==> config.mk <==
export PLATFORM = sky130hd
export DESIGN_NAME = uart_rx_deserializer_flat
export DESIGN_NICKNAME = d
export VERILOG_FILES = /design/src/rtl/uart_rx_deserializer_if.sv /design/src/rtl/uart_rx_deserializer.sv /design/src/flat_wrapper.sv
export SDC_FILE = /design/constraint.sdc
export NUM_CORES = 1
export LEC_CHECK = 0
export ABC_AREA = 1
export CAP_MARGIN = 20
export CORE_MARGIN = 3
export CORE_UTILIZATION = 46
export DETAILED_ROUTE_END_ITERATION = 6
export PLACE_DENSITY = 0.82
export SLEW_MARGIN = 25
export SYNTH_ARGS = -nofsm -noshare
export SYNTH_HDL_FRONTEND = slang
export SYNTH_SLANG_ARGS = --single-unit
==> constraint.sdc <==
create_clock -name sysclk -period 1.2 [get_ports sysclk]
set_input_delay 0.18 -clock sysclk [delete_from_list [all_inputs] [get_ports sysclk]]
set_output_delay 0.18 -clock sysclk [all_outputs]
set_load 0.005 [all_outputs]
==> src/rtl/uart_rx_deserializer_if.sv <==
// uart_rx_deserializer_if: baud-generator handshake and CPU-side receive
// register signals of the UART receive deserializer.
// The master modport is the deserializer. The slave modport is its
// environment: the baud generator plus the peripheral bus.
interface uart_rx_deserializer_if #(
    parameter int DATA_BITS = 8
) ();
    // Baud generator side
    logic                 baud_tick;     // mid start bit, then mid each data bit
    logic                 baud_status;   // generator busy level
    logic                 baud_finish;   // end of frame, after the stop bit
    logic                 baud_trigger;  // one-cycle start request
    logic                 baud_enable;   // receiver idle, generator may be started

    // CPU peripheral bus side
    logic [DATA_BITS-1:0] rx_data;
    logic                 rx_valid;
    logic                 rx_read;
    logic                 rx_overrun;
    logic                 rx_frame_err;

    modport master (
        input  baud_tick,
        input  baud_status,
        input  baud_finish,
        input  rx_read,
        output baud_trigger,
        output baud_enable,
        output rx_data,
        output rx_valid,
        output rx_overrun,
        output rx_frame_err
    );

    modport slave (
        output baud_tick,
        output baud_status,
        output baud_finish,
        output rx_read,
        input  baud_trigger,
        input  baud_enable,
        input  rx_data,
        input  rx_valid,
        input  rx_overrun,
        input  rx_frame_err
    );
endinterface

==> src/rtl/uart_rx_deserializer.sv <==
// uart_rx_deserializer: UART receive stage sitting directly behind the baud
// generator. It detects a start bit on the synchronised serial line, fires
// the generator trigger, shifts in DATA_BITS bits (LSB first) on the mid-bit
// ticks, and delivers the byte when the generator reports end of frame.
//
// Optional feature macro: UART_RX_FRAME_CHECK_EN
//   defined     - a frame whose stop bit leaves the line low is discarded and
//                 the sticky rx_frame_err flag is raised.
//   not defined - rx_frame_err is tied low; every completed frame is delivered.
//
// Receive handshake (rx_valid / rx_read): rx_valid high means rx_data holds
// an unread byte. A cycle with rx_read high pops it (rx_valid falls next
// cycle) and also clears the sticky rx_overrun / rx_frame_err flags, whether
// or not a byte was present. A new byte arriving while rx_valid is high and
// rx_read is low sets rx_overrun. A delivery in the same cycle as rx_read
// wins: rx_valid stays high and no overrun is recorded.
module uart_rx_deserializer #(
    parameter int DATA_BITS   = 8,
    parameter int SYNC_STAGES = 2
) (
    input  logic                   sysclk,
    input  logic                   reset,
    input  logic                   uart_rx,
    uart_rx_deserializer_if.master bus,
    output logic [2:0]             dbg_state_o
);

    localparam int CNT_W = $clog2(DATA_BITS + 1);

    typedef enum logic [2:0] {
        S_IDLE  = 3'd0,
        S_ARM   = 3'd1,
        S_START = 3'd2,
        S_DATA  = 3'd3,
        S_STOP  = 3'd4,
        S_DRAIN = 3'd5
    } state_t;

    state_t                 state_q,   state_d;
    logic [SYNC_STAGES-1:0] sync_q;
    logic                   rx_s;
    logic                   armed_q,   armed_d;
    logic                   trig_q,    trig_d;
    logic [1:0]             arm_cnt_q, arm_cnt_d;
    logic [CNT_W-1:0]       bit_cnt_q, bit_cnt_d;
    logic [DATA_BITS-1:0]   shift_q,   shift_d;
    logic                   deliver;

    logic [DATA_BITS-1:0]   data_q,    data_d;
    logic                   valid_q,   valid_d;
    logic                   ovr_q,     ovr_d;

`ifdef UART_RX_FRAME_CHECK_EN
    logic                   frame_bad;
    logic                   ferr_q,    ferr_d;
`endif

    // Line synchroniser: resets to the idle (high) level so no false start
    // bit is seen while the chain refills after reset.
    always_ff @(posedge sysclk) begin
        if (reset) begin
            sync_q <= '1;
        end else begin
            sync_q <= {sync_q[SYNC_STAGES-2:0], uart_rx};
        end
    end

    assign rx_s = sync_q[SYNC_STAGES-1];

    // Frame-tracking state register: FSM, arm flag, trigger, counters, shifter.
    always_ff @(posedge sysclk) begin
        if (reset) begin
            state_q   <= S_IDLE;
            armed_q   <= 1'b0;
            trig_q    <= 1'b0;
            arm_cnt_q <= '0;
            bit_cnt_q <= '0;
            shift_q   <= '0;
        end else begin
            state_q   <= state_d;
            armed_q   <= armed_d;
            trig_q    <= trig_d;
            arm_cnt_q <= arm_cnt_d;
            bit_cnt_q <= bit_cnt_d;
            shift_q   <= shift_d;
        end
    end

    // Frame FSM next state: start detection, generator handshake, bit capture.
    always_comb begin
        state_d   = state_q;
        trig_d    = 1'b0;
        arm_cnt_d = arm_cnt_q;
        bit_cnt_d = bit_cnt_q;
        shift_d   = shift_q;
        deliver   = 1'b0;
`ifdef UART_RX_FRAME_CHECK_EN
        frame_bad = 1'b0;
`endif
        case (state_q)
            S_IDLE: begin
                arm_cnt_d = '0;
                // Level test, so a start bit overlapping baud_finish is caught.
                if (!rx_s && armed_q && !bus.baud_status) begin
                    trig_d  = 1'b1;
                    state_d = S_ARM;
                end
            end
            S_ARM: begin
                // Give the generator four cycles to report busy, else give up.
                if (bus.baud_status) begin
                    arm_cnt_d = '0;
                    state_d   = S_START;
                end else if (arm_cnt_q == 2'd3) begin
                    arm_cnt_d = '0;
                    state_d   = S_IDLE;
                end else begin
                    arm_cnt_d = arm_cnt_q + 2'd1;
                end
            end
            S_START: begin
                if (bus.baud_tick) begin
                    if (!rx_s) begin
                        bit_cnt_d = '0;
                        state_d   = S_DATA;
                    end else begin
                        // Line came back high by mid start bit: a glitch.
                        // The generator still runs its frame, so wait it out.
                        state_d = S_DRAIN;
                    end
                end
            end
            S_DATA: begin
                if (bus.baud_tick) begin
                    shift_d   = {rx_s, shift_q[DATA_BITS-1:1]};
                    bit_cnt_d = bit_cnt_q + 1'b1;
                    if (bit_cnt_q == CNT_W'(DATA_BITS - 1)) begin
                        state_d = S_STOP;
                    end
                end
            end
            S_STOP: begin
                if (bus.baud_finish) begin
                    state_d = S_IDLE;
`ifdef UART_RX_FRAME_CHECK_EN
                    if (!armed_q) begin
                        frame_bad = 1'b1;
                    end else begin
                        deliver = 1'b1;
                    end
`else
                    deliver = 1'b1;
`endif
                end
            end
            S_DRAIN: begin
                if (bus.baud_finish) begin
                    state_d = S_IDLE;
                end
            end
            default: begin
                state_d = S_IDLE;
            end
        endcase
    end

    // Arm flag: proves the line was seen high before a new start bit is taken.
    always_comb begin
        armed_d = armed_q;
        if (trig_d) begin
            armed_d = 1'b0;
        end else if (rx_s) begin
            armed_d = 1'b1;
`ifdef UART_RX_FRAME_CHECK_EN
        end else if (state_q == S_STOP) begin
            // While waiting for end of frame the flag follows the line, so a
            // stop bit that leaves the line low shows up as armed==0 at
            // baud_finish (and blocks a re-trigger until the line rises).
            armed_d = 1'b0;
`endif
        end
    end

    // Receive register next state: pop, delivery and sticky error flags.
    always_comb begin
        data_d  = data_q;
        valid_d = valid_q;
        ovr_d   = ovr_q;
`ifdef UART_RX_FRAME_CHECK_EN
        ferr_d  = ferr_q;
`endif
        if (bus.rx_read) begin
            valid_d = 1'b0;
            ovr_d   = 1'b0;
`ifdef UART_RX_FRAME_CHECK_EN
            ferr_d  = 1'b0;
`endif
        end
        if (deliver) begin
            data_d  = shift_q;
            valid_d = 1'b1;
            if (valid_q && !bus.rx_read) begin
                ovr_d = 1'b1;
            end
        end
`ifdef UART_RX_FRAME_CHECK_EN
        if (frame_bad) begin
            ferr_d = 1'b1;
        end
`endif
    end

    // Receive register: byte and flags seen by the CPU.
    always_ff @(posedge sysclk) begin
        if (reset) begin
            data_q  <= '0;
            valid_q <= 1'b0;
            ovr_q   <= 1'b0;
        end else begin
            data_q  <= data_d;
            valid_q <= valid_d;
            ovr_q   <= ovr_d;
        end
    end

`ifdef UART_RX_FRAME_CHECK_EN
    // Sticky frame-error flag, cleared only by reset or rx_read.
    always_ff @(posedge sysclk) begin
        if (reset) begin
            ferr_q <= 1'b0;
        end else begin
            ferr_q <= ferr_d;
        end
    end

    assign bus.rx_frame_err = ferr_q;
`else
    assign bus.rx_frame_err = 1'b0;
`endif

    assign bus.baud_trigger = trig_q;
    assign bus.baud_enable  = (state_q == S_IDLE);
    assign bus.rx_data      = data_q;
    assign bus.rx_valid     = valid_q;
    assign bus.rx_overrun   = ovr_q;
    assign dbg_state_o      = state_q;

endmodule
==> src/flat_wrapper.sv <==
// flat-port wrapper written by rule: the top's interface ports become plain ports
module uart_rx_deserializer_flat 
#(
    parameter int DATA_BITS   = 8,
    parameter int SYNC_STAGES = 2
)
  (sysclk, reset, uart_rx, dbg_state_o, bus_baud_tick, bus_baud_status, bus_baud_finish, bus_rx_read, bus_baud_trigger, bus_baud_enable, bus_rx_data, bus_rx_valid, bus_rx_overrun, bus_rx_frame_err);
  uart_rx_deserializer_if #(.DATA_BITS(DATA_BITS)) bus_i ();
  input  logic sysclk;
  input  logic reset;
  input  logic uart_rx;
  output logic [2:0] dbg_state_o;
  input wire logic [$bits(bus_i.baud_tick)-1:0] bus_baud_tick;
  input wire logic [$bits(bus_i.baud_status)-1:0] bus_baud_status;
  input wire logic [$bits(bus_i.baud_finish)-1:0] bus_baud_finish;
  input wire logic [$bits(bus_i.rx_read)-1:0] bus_rx_read;
  output wire logic [$bits(bus_i.baud_trigger)-1:0] bus_baud_trigger;
  output wire logic [$bits(bus_i.baud_enable)-1:0] bus_baud_enable;
  output wire logic [$bits(bus_i.rx_data)-1:0] bus_rx_data;
  output wire logic [$bits(bus_i.rx_valid)-1:0] bus_rx_valid;
  output wire logic [$bits(bus_i.rx_overrun)-1:0] bus_rx_overrun;
  output wire logic [$bits(bus_i.rx_frame_err)-1:0] bus_rx_frame_err;
  assign bus_i.baud_tick = bus_baud_tick;
  assign bus_i.baud_status = bus_baud_status;
  assign bus_i.baud_finish = bus_baud_finish;
  assign bus_i.rx_read = bus_rx_read;
  assign bus_baud_trigger = bus_i.baud_trigger;
  assign bus_baud_enable = bus_i.baud_enable;
  assign bus_rx_data = bus_i.rx_data;
  assign bus_rx_valid = bus_i.rx_valid;
  assign bus_rx_overrun = bus_i.rx_overrun;
  assign bus_rx_frame_err = bus_i.rx_frame_err;
  uart_rx_deserializer #(.DATA_BITS(DATA_BITS), .SYNC_STAGES(SYNC_STAGES)) u_core (.sysclk(sysclk), .reset(reset), .uart_rx(uart_rx), .bus(bus_i), .dbg_state_o(dbg_state_o));
endmodule
==> flow_summary.yaml, run 1 <==
die:
  io_pins: 23
  dieArea_um2: 3575
  core-area_um2: 2613
  start_util_pct: 50.96
  rows: 18
  die_h_um: 59.80
  fp.dieW_um: 59.80
setup_path:
  crit_chain: "clkdlybuf4s50_1 > inv_1 > o21ai_0 > nor2_1"
  slowest_stage: "inv_1"
  cp.required_ns: 1.47
  cp-start-kind: "input pin"
  ff2ff_setup_slack_ns: -0.17
  arrival_ns: 1.67
  worst-setup-path-type: "in -> reg"
  end_kind: "register"
  cp_max_fo: 22
  critPathMaxStageDelay_ns: 0.58
status:
  violations: "setup timing"
  outcome: "complete, but fails checks"
logic_synthesis:
  synth_common_cells: "31 x dfxtp_1, 23 x a21oi_1, 18 x inv_1"
  synth-seq-area-share_pct: 46.62
  ys_types: 33
  ys.flop_type: "dfxtp_1"
  async_flop_share_pct: 0
  synth_area_leaders: "dfxtp_1 47%, a21oi_1 8.6%, inv_1 5.1%, o21ai_0 4.5%, nand2_1 4.5%"
  synth_fp_nets: 176
  netlist_instances: 167
  synth_top_area_cell: "dfxtp_1"
  synth_enable_flop_cells: 0
  avgSynthCellArea_um2: 7.972
  syn-cell-area_um2: 1331
  yosysMostFrequentCell: "dfxtp_1"
  yosys_warnings: 0
  synth_seq_cells: 31
  yosysTopAreaCellShare_pct: 46.62
global_route:
  grt_max_degree: 23
  grt_pass1_vias: 1383
  grt_util_all_layers_pct: 22.85
  antenna_found_initial: 0
  overflow: 0
  grt_pass1_wl_um: 5975
detailed_routing:
  wl_per_cell_um: 15.94
  drtPass1Iterations: 4
  drc: 0
  via_count: 1386
  drtIter0Drc: 82
  postRouteAntennaNets: 0
  route.final.wire_length_um: 4097
  avgViaCountPerCell: 5.393
sta:
  relSlewSlack_pct: 47.52
  min_period_ns: 1.404
  whs_ns: 0.3910
  setup_violations: 29
  post-route-period-util_pct: 117.0
  fin_ws_ns: -0.2037
  hold_viol: 0
  fin_skew_ns: 0.004436
  drv_slew: 0
  tightestPinTransition_ns: 0.7863
  rsz0062_at_grt: "yes"
  fmax_mhz: 712.4
  setup_tns_ns: -2.059
layout:
  fin_nets: 235
  final_cell_count_no_fill: 257
  fin_area_um2: 2072
  area_growth_pct: 55.64
  antenna_cells: 0
  final_core_util_pct: 79.31
  drive_gt1_share_pct: 46.70
placement:
  dp.final_hpwl_um: 2231
  dpl_worst_slack_ns: -0.2475
  gp_congestion: 0.8402
  io_buffer_count: 21
  placed_area_um2: 1692
  dp.cells: 231
cts:
  path_clk_slew_ns: 0.10
  cts_root_buffer: "clkbuf_4"
  cts_tree: "done"
  htree_levels: 2
  clock-sinks: 31
  clk-insertion-delay-late_ns: 0.34
  cts_buffers: 5
  ctsHoldBuffers: 0
  cts_buffer_depth: 2
worst_hold_path:
  hold_path.class: "in -> reg"
power_and_ir_drop:
  max-vdd-ir-drop_v: 0.001602
  totalPowerFinal_mw: 4.207
  p_leak_nw: 0.9368
  power_density_nw_per_um2: 2030
run:
  maxCapViolCount: 0
[cells by family after synthesis]
logic type / synth area share (%)
AOI/OAI and AO/OA: 19.55
other: 0.2817
DFF: 46.62
and+or+nand+nor: 21.33
buffers and inverters: 10.34
adders and majority gates: 1.879
[layer usage]
metal | GRT usage (%) | vias to the layer above | routed length (µm)
li1 | - | 664 | -
met1 | 24.50 | 657 | 1569
met2 | 39.51 | 46 | 2149
met3 | 7.559 | 19 | 226
met4 | 11.71 | 0 | 151
met5 | 0 | - | 0
[worst max-delay path, delay by kind of cell]
kind / cells / cell delay (ns)
buf+inv: 2 / 1.00
compound gates: 1 / 0.31
simple gates: 1 / 0.18
[area by class of cell]
type	count	area [µm²]
Timing Repair Buffer	56	508.0
Sequential cell	31	634.4
Inverter	24	110.1
Timing Repair inverter	1	7.507
Tap cell	30	37.54
Fill cell	160	540.5
Clock buffer	8	68.82
Multi-Input combinational cell	107	705.7
[path summary, 6_finish.rpt]
check / startpoint / to / depth (start not counted)
setup / recovery: reset / u_core.bus.rx_data[7] / 4
hold / removal: uart_rx / u_core.sync_q[0] / 2
setup reg to reg: u_core.dbg_state_o[0] / u_core.bus.rx_data[0] / 7
hold reg to reg: u_core.sync_q[0] / u_core.sync_q[1] / 1
[flip-flops by register name (all words and copies together), names as in the netlist]
signal and flops:
u_core.shift_q 8, u_core.bus.rx_overrun 1, u_core.sync_q 2, u_core.bit_cnt_q 4, u_core.arm_cnt_q 2, u_core.bus.baud_trigger 1
u_core.armed_q 1, u_core.dbg_state_o 3, u_core.bus.rx_valid 1, u_core.bus.rx_data 8
[report_power, final]
part           switching (mW)  total [mW]  internal, mW
clock                   0.379       0.724         0.345
sequential             0.0883        1.27          1.18
combinational            1.14        2.22          1.07
total                    1.61        4.21          2.59
[layout by cell type (no fill, tap or decap), types with 2 or more instances in the layout]
cell	count
dlygate4sd2_1	11
o21ai_2	8
inv_6	2
nand4_1	2
ha_1	2
nor3_1	2
buf_6	13
clkdlybuf4s50_1	6
or2_2	2
nand2_2	6
clkbuf_4	5
a21oi_2	8
inv_1	16
nand2_1	13
clkbuf_8	2
nor2_1	10
nor2_4	4
dfxtp_1	20
a21oi_1	15
nor2_2	5
inv_4	2
nand2_4	4
nand3_1	4
inv_2	3
o21ai_1	11
dfxtp_2	11
buf_4	22
[timing repair]
action                                  CTS  global route
cloned                                    2             0
resized for setup                        68            32
endpoints found under the setup margin   35            30
endpoints found under the hold margin     0             0
buffers inserted                          9             9
pin swaps                                15            11
No activity file was read; power rests on OpenSTA's default activity.
==> inputs of run 2 (changes only) <==
--- a/config.mk
+++ b/config.mk
@@ -8,9 +8,9 @@
 export ABC_AREA = 1
 export CAP_MARGIN = 20
 export CORE_MARGIN = 3
-export CORE_UTILIZATION = 46
+export CORE_UTILIZATION = 40
 export DETAILED_ROUTE_END_ITERATION = 6
-export PLACE_DENSITY = 0.82
+export PLACE_DENSITY = 0.74
 export SLEW_MARGIN = 25
 export SYNTH_ARGS = -nofsm -noshare
 export SYNTH_HDL_FRONTEND = slang
==> constraint.sdc (replaced) <==
create_clock -name sysclk -period 1.2 [get_ports sysclk]
set_input_delay 0.3 -clock sysclk [delete_from_list [all_inputs] [get_ports sysclk]]
set_output_delay 0.3 -clock sysclk [all_outputs]
set_load 0.005 [all_outputs]
==> run 2 against run 1 <==
  * The flow still finishes with violations (setup timing)
  * Flip-flop and latch count unchanged
  * Hold slack improved by 0.047 ns
  * Clock-buffer cell count is 2 lower
  * Via count down 4.8%
  * Final area grew 3.3%
  * Combinational power barely moved
  * Total power rose by 4.1%
  * Sequential share of layout area shrank 0.63 points
  * Wire length shrank 11%
  * Non-clock buffer count is 1 lower
  * Critical endpoint is now bus_baud_enable
  * Highest routed layer unchanged
==> flow_summary.yaml, run 2 (same netlist as run 1, synthesis figures left out) <==
setup_path:
  worst-setup-path-type: "reg -> out"
  r2r_cells: 8
  cp-start-kind: "register"
  critPathLaunch: "u_core.dbg_state_o[1]"
  cp_max_fo: 2
  end_kind: "output port"
  ff2ff_setup_slack_ns: -0.14
  r2r_start: "u_core.dbg_state_o[1]"
  arrival_ns: 1.13
  cp.required_ns: 0.90
sta:
  post-route-period-util_pct: 118.9
  min_period_ns: 1.427
  fmax_mhz: 700.8
  whs_ns: 0.4381
  fin_ws_ns: -0.2269
  hold_viol: 0
  fin_skew_ns: 0.01490
  setup_violations: 25
  drv_slew: 0
  rsz0062_at_grt: "yes"
detailed_routing:
  route.final.wire_length_um: 3647
  avgViaCountPerCell: 4.903
  wl_per_cell_um: 13.56
  drtPass1Iterations: 4
  drc: 0
  postRouteAntennaNets: 0
  via_count: 1319
  drtIter0Drc: 31
power_and_ir_drop:
  p_seq_share_pct: 29.3
  power_density_nw_per_um2: 2046
  totalPowerFinal_mw: 4.380
  p_leak_nw: 0.9110
  max-vdd-ir-drop_v: 0.0008079
  internal_power_mw: 2.769
  p_comb_share_pct: 50.8
  p_sw_share_pct: 36.77
  net-switching-power_mw: 1.610
  clockPowerShare_pct: 19.9
worst_hold_path:
  whs_path_depth: 1
  holdCritStartpoint: "u_core.sync_q[0]"
  hold_path.class: "reg -> reg"
placement:
  placed_area_um2: 1717
  gp_congestion: 0.8802
  dp.final_hpwl_um: 2163
  io_buffer_count: 21
global_route:
  grt_max_degree: 23
  overflow: 0
  antenna_found_initial: 0
  grt_pass1_wl_um: 6361
  grt_pass1_vias: 1424
  grt_util_all_layers_pct: 20.04
layout:
  fin_nets: 233
  final_cell_mix: "19 x buf_4, 16 x inv_1, 16 x dfxtp_1"
  fin_area_um2: 2141
  area_growth_pct: 60.81
  drive_gt1_share_pct: 54.22
  antenna_cells: 0
  layout_commonest_cell: "buf_4"
die:
  dieArea_um2: 4056
  rows: 20
  fp.dieW_um: 63.69
  start_util_pct: 42.90
  core-area_um2: 3103
  io_pins: 23
  die_h_um: 63.69
cts:
  cts_tree: "done"
  path_clk_slew_ns: 0.11
  ctsHoldBuffers: 0
  htree_levels: 2
  cts_root_buffer: "clkbuf_4"
  clk-insertion-delay-late_ns: 0.34
  cts_buffer_depth: 2
  cts_buffers: 5
  clock-sinks: 31
run:
  maxCapViolCount: 0
status:
  outcome: "complete, but fails checks"
  violations: "setup timing"
## run 2: changes by cell type in the layout (fill, tap and decap cells not counted), sizes merged
cell         before  now
buf              37   38
dlygate4sd2      11    0
nand2            23   22
clkinv            1    2
bufinv            0    1
clkbuf            9   16
## run 2: power groups by stage
stage	Sequential [mW]	Clock, mW	Combinational, mW
final	1.28	0.870	2.22
after global routing	1.30	0.946	2.41
after CTS	1.28	0.892	2.06
after detailed placement	1.27	0	1.51
after global placement	1.26	0	1.48
after floorplan	1.31	0	0.781
## run 2: worst max-delay path, cell delays in order, from the launching register on
cell and delay (ns):
dfxtp_2 0.34, buf_6 0.11, nor2_4 0.10, nand2_2 0.09, inv_4 0.06, buf_6 0.08
## run 2: final cells by class
cell class / instances / area, µm²
Clock buffer: 6 / 51.30
Clock inverter: 2 / 35.03
Fill cell: 278 / 962.2
Inverter: 24 / 115.1
Multi-Input combinational cell: 106 / 744.5
Sequential cell: 31 / 641.9
Tap cell: 44 / 55.05
Timing Repair Buffer: 55 / 490.5
Timing Repair inverter: 1 / 7.507
## run 2: metal layers
layer	vias up	global-route usage [%]	share of wire (%)	wire length [µm]
li1	666	-	-	-
met1	625	22.00	40	1470
met2	21	36.25	55	1996
met3	7	5.882	3.5	129
met4	0	7.008	1.4	51
met5	-	0	0	0
## run 2: path summary, 6_finish.rpt
path	end
max	bus_baud_enable
min	u_core.sync_q[1]
max reg2reg	u_core.shift_q[6]
min reg2reg	u_core.sync_q[1]
## run 2: through the flow
stage	setup WS [ns]	util, %	setup TNS, ns	cells
3_5_place_dp	-0.3722	55.32	-6.820	246
6_report	-0.2269	68.99	-1.637	269
2_1_floorplan	0.03958	-	0	167
3_3_place_gp	-0.2925	55.32	-6.149	246
5_1_grt	-0.2894	68.99	-3.474	269
4_1_cts	-0.2498	66.90	-2.267	268
## run 2: timing repair
item	CTS	global route
setup buffers	16	4
gates resized for setup	107	43
setup endpoints to repair	37	41
pin swaps	21	13
gates cloned	1	0
==> inputs of run 3 (changes only) <==
--- a/config.mk
+++ b/config.mk
@@ -8,9 +8,9 @@
 export ABC_AREA = 1
 export CAP_MARGIN = 20
 export CORE_MARGIN = 3
-export CORE_UTILIZATION = 40
+export CORE_UTILIZATION = 46
 export DETAILED_ROUTE_END_ITERATION = 6
-export PLACE_DENSITY = 0.74
+export PLACE_DENSITY = 0.82
 export SLEW_MARGIN = 25
 export SYNTH_ARGS = -nofsm -noshare
 export SYNTH_HDL_FRONTEND = slang
==> run 3 against run 2 <==
  * The flow still finishes with violations (setup timing)
  * Non-clock buffer count decreased by 3
  * Cell count decreased by 5.9%
  * Flip-flop and latch count did not move
  * Critical path depth shrank 1
==> flow_summary.yaml, run 3 (same netlist as run 1, synthesis figures left out) <==
status:
  outcome: "complete, but fails checks"
  violations: "setup timing"
setup_path:
  critPathMaxStageDelay_ns: 0.35
  crit_buf_inv: 2
  cp.required_ns: 0.90
  worst-setup-path-type: "reg -> out"
  slowest_stage: "dfxtp_2"
  cp_max_fo: 2
  cp-start-kind: "register"
  crit_chain: "nor2_4 > nand2_4 > inv_4 > buf_6"
  end_kind: "output port"
  crit_family: "flip-flops"
  arrival_ns: 1.04
layout:
  final_cell_mix: "20 x buf_4, 17 x inv_1, 16 x dfxtp_1"
  n_fill_cell: 157
  layout_commonest_cell: "buf_4"
  fin_nets: 231
  drive_gt1_share_pct: 58.74
  antenna_cells: 0
  fin_area_um2: 2098
  area_growth_pct: 57.61
sta:
  post-route-period-util_pct: 112.1
  fmax_mhz: 743.6
  setup_violations: 26
  fin_skew_ns: 0.008888
  whs_ns: 0.4285
  hold_viol: 0
  fin_ws_ns: -0.1449
  rsz0062_at_grt: "yes"
  min_period_ns: 1.345
  drv_slew: 0
detailed_routing:
  drtIter0Drc: 39
  postRouteAntennaNets: 0
  avgViaCountPerCell: 5.668
  drtPass1Iterations: 4
  route.final.wire_length_um: 4312
  via_count: 1434
  drc: 0
  wl_per_cell_um: 17.04
placement:
  io_buffer_count: 21
  dp.final_hpwl_um: 2273
  dpl_worst_slack_ns: -0.3805
  gp_congestion: 0.8756
  placed_area_um2: 1677
die:
  start_util_pct: 50.96
  core-area_um2: 2613
  io_pins: 23
  fp.dieW_um: 59.80
  rows: 18
  die_h_um: 59.80
  dieArea_um2: 3575
global_route:
  grt_util_all_layers_pct: 23.80
  grt_pass1_vias: 1379
  overflow: 0
  grt_pass1_wl_um: 6168
  grt_max_degree: 23
  antenna_found_initial: 0
cts:
  clk-insertion-delay-late_ns: 0.34
  htree_levels: 2
  cts_tree: "done"
  path_clk_slew_ns: 0.09
  ctsHoldBuffers: 0
  cts_buffers: 5
  cts_root_buffer: "clkbuf_4"
  clock-sinks: 31
  cts_buffer_depth: 2
power_and_ir_drop:
  p_leak_nw: 0.8940
  power_density_nw_per_um2: 2083
  max-vdd-ir-drop_v: 0.001873
worst_hold_path:
  hold_path.class: "reg -> reg"
run:
  maxCapViolCount: 0
[run 3: changes by cell type in the layout (fill, tap and decap cells not counted), sizes merged]
cell / before / now
buf: 38 / 35
clkbuf: 16 / 19
bufinv: 1 / 0
clkdlybuf4s15: 1 / 0
clkinv: 2 / 1
nand2: 22 / 23
[run 3: path summary, 6_finish.rpt]
kind                    startpoint               endpoint  slack, ns  cells after the start
max          u_core.dbg_state_o[1]        bus_baud_enable      -0.14                      4
min               u_core.sync_q[0]       u_core.sync_q[1]       0.43                      1
min reg2reg       u_core.sync_q[0]       u_core.sync_q[1]       0.43                      1
max reg2reg  u_core.dbg_state_o[1]  u_core.dbg_state_o[0]      -0.10                      8
[run 3: final cells by class]
cell class,instances,area (µm²),share of cell area [%]
flip-flops and latches,31,644.4,30.71
repair inverters,1,7.507,0.3578
multi-input cells,107,789.5,37.63
inverters,24,105.1,5.009
well taps,30,37.54,1.789
repair buffers,52,445.4,21.23
clock buffers,8,68.82,3.280
[run 3: report_power, final]
part | internal, mW | switching [mW]
combinational | 1.13 | 1.22
sequential | 1.19 | 0.122
clock | 0.344 | 0.356
[run 3: repair_timing]
action	CTS	global route
pin swaps	12	23
buffers inserted	7	7
setup endpoints to repair	39	39
gates resized for setup	75	68
gates cloned	2	0
[run 3: routing by layer]
metal  track usage, %  routed length (µm)  vias to the layer above
met3            7.343                 229                       15
met5                0                   0                        -
met4            10.13                 176                        0
met1            25.86                1546                      701
met2            42.13                2359                       57
li1                 -                   -                      661
[run 3: through the flow]
stage	total power, mW	TNS, ns	instances	util [%]
2_1_floorplan	2.090	0	167	-
3_3_place_gp	2.716	-5.953	229	64.18
3_5_place_dp	2.787	-7.087	229	64.18
4_1_cts	3.839	-0.8663	246	72.89
5_1_grt	4.609	-3.132	253	80.32
6_report	4.372	-1.676	253	80.32
